**src/rtl/comp_pkg.sv**
```systemverilog
// rtl/comp_pkg.sv - shared state and result encodings for the serial magnitude comparator
package comp_pkg;

  typedef enum logic [1:0] {
    IDLE  = 2'd0,
    SHIFT = 2'd1,
    DONE  = 2'd2
  } state_e;

  // Result order is {A_greater_B, A_equal_B, A_less_B}
  localparam logic [2:0] RES_NONE = 3'b000;
  localparam logic [2:0] RES_GT   = 3'b100;
  localparam logic [2:0] RES_EQ   = 3'b010;
  localparam logic [2:0] RES_LT   = 3'b001;

endpackage

```
**src/rtl/bit_compare_cell.sv**
```systemverilog
// rtl/bit_compare_cell.sv - single-bit greater/less decision, sense inverted for a signed MSB
module bit_compare_cell (
  input  logic a_bit,
  input  logic b_bit,
  input  logic invert,
  output logic gt,
  output logic lt
);

  logic a_hi;
  logic b_hi;

  assign a_hi = a_bit & ~b_bit;
  assign b_hi = ~a_bit & b_bit;
  // A set sign bit marks the smaller two's-complement value
  assign gt   = invert ? b_hi : a_hi;
  assign lt   = invert ? a_hi : b_hi;

endmodule

```
**src/rtl/serial_magnitude_comparator.sv**
```systemverilog
// rtl/serial_magnitude_comparator.sv - MSB-first bit-serial compare with start/busy/done handshake
module serial_magnitude_comparator
  import comp_pkg::*;
#(
  parameter int WIDTH      = 8,
  parameter bit EARLY_EXIT = 1'b1
) (
  input  logic             clk,
  input  logic             rst_n,
  input  logic             start,
  input  logic             signed_mode,
  input  logic [WIDTH-1:0] A,
  input  logic [WIDTH-1:0] B,
  output logic             busy,
  output logic             done,
  output logic             A_greater_B,
  output logic             A_equal_B,
  output logic             A_less_B
);

  localparam int IW = $clog2(WIDTH);
  localparam logic [IW-1:0] MSB_IDX = IW'(WIDTH - 1);

  state_e           state_q;
  logic [WIDTH-1:0] a_q;
  logic [WIDTH-1:0] b_q;
  logic             signed_q;
  logic [IW-1:0]    idx_q;
  logic [2:0]       dec_q;
  logic [2:0]       dec_d;
  logic [2:0]       flags_q;
  logic             busy_q;
  logic             done_q;
  logic             bit_gt;
  logic             bit_lt;
  logic             last_bit;

  bit_compare_cell u_cell (
    .a_bit  (a_q[idx_q]),
    .b_bit  (b_q[idx_q]),
    .invert (signed_q && (idx_q == MSB_IDX)),
    .gt     (bit_gt),
    .lt     (bit_lt)
  );

  // dec_q keeps the first decision through a full scan; flags stay 000 until DONE
  always_comb begin
    dec_d = dec_q;
    if (dec_q == RES_NONE) begin
      if (bit_gt)      dec_d = RES_GT;
      else if (bit_lt) dec_d = RES_LT;
    end
  end

  assign last_bit = (idx_q == '0) || (EARLY_EXIT && (dec_d != RES_NONE));

  always_ff @(posedge clk or negedge rst_n) begin
    if (!rst_n) begin
      state_q  <= IDLE;
      a_q      <= '0;
      b_q      <= '0;
      signed_q <= 1'b0;
      idx_q    <= '0;
      dec_q    <= RES_NONE;
      flags_q  <= RES_NONE;
      busy_q   <= 1'b0;
      done_q   <= 1'b0;
    end else begin
      case (state_q)
        SHIFT: begin
          if (last_bit) begin
            flags_q <= (dec_d == RES_NONE) ? RES_EQ : dec_d;
            state_q <= DONE;
            busy_q  <= 1'b0;
            done_q  <= 1'b1;
          end else begin
            idx_q <= idx_q - 1'b1;
            dec_q <= dec_d;
          end
        end
        default: begin
          done_q <= 1'b0;
          if (start) begin
            a_q      <= A;
            b_q      <= B;
            signed_q <= signed_mode;
            idx_q    <= MSB_IDX;
            dec_q    <= RES_NONE;
            flags_q  <= RES_NONE;
            state_q  <= SHIFT;
            busy_q   <= 1'b1;
          end else begin
            state_q <= IDLE;
            busy_q  <= 1'b0;
          end
        end
      endcase
    end
  end

  assign busy        = busy_q;
  assign done        = done_q;
  assign A_greater_B = flags_q[2];
  assign A_equal_B   = flags_q[1];
  assign A_less_B    = flags_q[0];

endmodule

```
**config.mk**
```make
export PLATFORM = sky130hd
export DESIGN_NAME = serial_magnitude_comparator
export DESIGN_NICKNAME = d
export VERILOG_FILES = /design/src/rtl/comp_pkg.sv /design/src/rtl/bit_compare_cell.sv /design/src/rtl/serial_magnitude_comparator.sv
export SDC_FILE = /design/constraint.sdc
export NUM_CORES = 1
export LEC_CHECK = 0
export ABC_AREA = 0
export BUFFER_PORTS_ARGS = -buffer_cell sky130_fd_sc_hd__buf_4
export CORE_MARGIN = 2
export CORE_UTILIZATION = 35
export CTS_CLUSTER_DIAMETER = 120
export CTS_CLUSTER_SIZE = 40
export DETAILED_ROUTE_END_ITERATION = 10
export GPL_TIMING_DRIVEN = 1
export SKIP_CTS_REPAIR_TIMING = 1
export SYNTH_ARGS = -nofsm -noshare
export SYNTH_HDL_FRONTEND = slang
export SYNTH_SLANG_ARGS = --single-unit
```
**constraint.sdc**
```tcl
create_clock -name clk -period 2.4 [get_ports clk]
set_input_delay 0 -clock clk [delete_from_list [all_inputs] [get_ports clk]]
set_output_delay 0 -clock clk [all_outputs]
set_load 0.02 [all_outputs]
```
==> results.ini <==
[critical_path]
crit_path_end_kind = register
crit_arrival_ns = 2.19
cp_cell_sequence = mux4_2 -> mux2i_4 -> xor2_4 -> and4_1 -> o21ai_1
critical_path_peak_fanout = 8
max_stage_delay_ns = 0.58
startpoint_type = register
cp-startpoint = idx_q[0]
reg2reg_depth = 5
timing_worst_setup_path_type = register to register
timing.rr.start = idx_q[0]
ff2ff_setup_slack_ns = 0.34
critPathSlowestCell = mux4_2
worstPathRequired_ns = 2.54
rr_endpoint = idx_q[2]

[clock_tree]
clockRootBuffer = clkbuf_8
cts_max_level = 1
clockBufferDepth = 2
clk_pin_slew_ns = 0.08
cts_sinks = 28
clk_latency_ns = 0.27
cts_buffers = 3
cts_tree = done

[placed_design]
gp_congestion = 0.808
dpl.hpwl_mm = 1.90
place_area_um2 = 1580
port_buffers = 24
dpl_worst_slack_ns = 0.321

[synth]
synth_most_common_cell = nand2_1
syn_nets = 159
synthCells = 136
seq_area_frac_synth_pct = 51.3
yosys_warnings = 0
ys.flop_type = dfrtp_1
yosys.area.top_type_share_pct = 51.3
synth_cell_types = 26
syn_avg_cell_area_um2 = 10.0
synthTopCellsByArea = dfrtp_1 (51%), nand2_1 (15%), mux4_2 (6.6%), and2_1 (3.2%), ha_1 (2.7%)
yosys.area.top_type = dfrtp_1
synth_area_um2 = 1370
async_flop_share_pct = 100
ys_ff_latch = 28
yosys-top-cells-count = nand2_1 (55), dfrtp_1 (28), and2_1 (7)
synth_edf_count = 0

[drt]
post_drt_wl_per_cell_um = 11.8
drc = 0
viasPerCell = 4.83
drt.antenna.violating_nets = 0
wl_mm = 2.65
drtIter0Drc = 68
drt_first_pass_iters = 4
vias = 1083

[sta]
finalSetupTns_ns = 0
max_slew_margin_pct = 53.5
drv_slew = 0
post-route-min-period_ns = 2.06
fin_worst_skew_ns = 0.00374
rsz0062_at_grt = false
finalCritPeriodShare_pct = 85.7
setup_viol = 0
max_freq_mhz = 486
worst_slew_pin_slew_ns = 0.697
fin_hold_ws_ns = 0.133
layout_setup_ws_ns = 0.343
hold_viol_final = 0

[power]
power_uw = 2030
vdd_drop_max_mv = 0.413
p_per_area_nw_per_um2 = 1120
leakagePower_uw = 0.000907

[global_route]
grt_start_max_net_pins = 29
overflow = 0
grt_pass1_vias = 962
antenna_found_initial = 0
grt_usage_pct = 13.1
grt_pass1_wl_mm = 4.32

[die]
dieArea_um2 = 4420
core-area_um2 = 3720
die_h_um = 66.5
io_pins = 25
fp-row-count = 22
fp.dieW_um = 66.5
start_util_pct = 36.8

[final_layout]
nets = 201
fillerInstances = 375
areaGrowthSynthToFinish_pct = 32.1
num_antenna_cells = 0
final_area_um2 = 1810
drive_gt1_share_pct = 20.5

[hold_path]
holdPathStages = 4
hp-class = input port to register
min-delay-start = start
hold_path_end = flags_q[0]

[run_status]
status = finished clean

[run]
drv_cap = 0

area by class of cell:
| cell class | instances | area (µm²) | share of cell area (%) |
|---|---|---|---|
| Clock buffer | 3 | 41.3 | 2.29 |
| Inverter | 2 | 7.51 | 0.416 |
| Multi-Input combinational cell | 100 | 628 | 34.8 |
| Sequential cell | 28 | 701 | 38.8 |
| Tap cell | 48 | 60.1 | 3.33 |
| Timing Repair Buffer | 43 | 368 | 20.4 |
worst max path at each step:
| stage | to | slack [ns] |
|---|---|---|
| 5_1_grt | flags_q[1] | 0.17 |
| 3_3_place_gp | idx_q[2] | 0.38 |
| 2_1_floorplan | idx_q[2] | 0.52 |
| 3_5_place_dp | flags_q[1] | 0.32 |
| 6_report | idx_q[2] | 0.34 |
| 4_1_cts | flags_q[1] | 0.31 |
worst max-delay path, delay by kind of cell (launching register included):
family | cells | cell delay, ns
xor gates and xnor gates | 1 | 0.27
AOI/OAI and AO/OA | 1 | 0.05
muxes | 2 | 0.84
DFF | 1 | 0.54
and+or+nand+nor | 1 | 0.23
metal layers:
layer  track usage, %  wire length (µm)
met3             2.87               124
met5                0                 0
met1             17.2              1190
met2             20.8              1290
met4             5.36                41
state kept, by name, indices dropped and copies added, names as in the netlist:
register	count
a_q	8
dec_q	3
flags_q	3
signed_q	1
idx_q	3
b_q	8
state_q	2
stage by stage:
step	utilization (%)	cells
6_report	48.6	224
5_1_grt	48.6	224
4_1_cts	43.7	206
3_5_place_dp	42.6	203
3_3_place_gp	42.6	203
2_1_floorplan	-	136
report_power, final:
group	switching [µW]	total, µW	internal [µW]
logic	527	992	466
clock network	127	239	112
registers	134	796	662
total	788	2030	1240
logic make-up after synthesis:
family          share of synthesized area, %
mux                                     10.8
flops                                   51.3
xor+xnor                                2.01
buf+inv                                 2.75
fa+ha+maj                               2.75
compound gates                          4.30
simple gates                            26.1
cell usage in the layout (no fill, tap or decap):
master	instances
nand3_1	3
mux2i_4	1
mux4_2	4
a41oi_1	1
ha_1	3
and3_1	1
dfrtp_1	28
mux2i_1	2
nor2_1	6
a2bb2oi_1	1
nand2b_1	2
nand2_1	55
dlygate4sd3_1	18
o21ai_1	1
buf_4	25
clkbuf_8	3
inv_1	2
nand4_1	2
a22oi_1	4
nor3_1	1
and4_1	1
nand3_4	1
nor2b_1	1
and2_1	7
xor2_4	1
mux2_4	1
a31oi_1	1
Power figures use the tool's default switching activity.
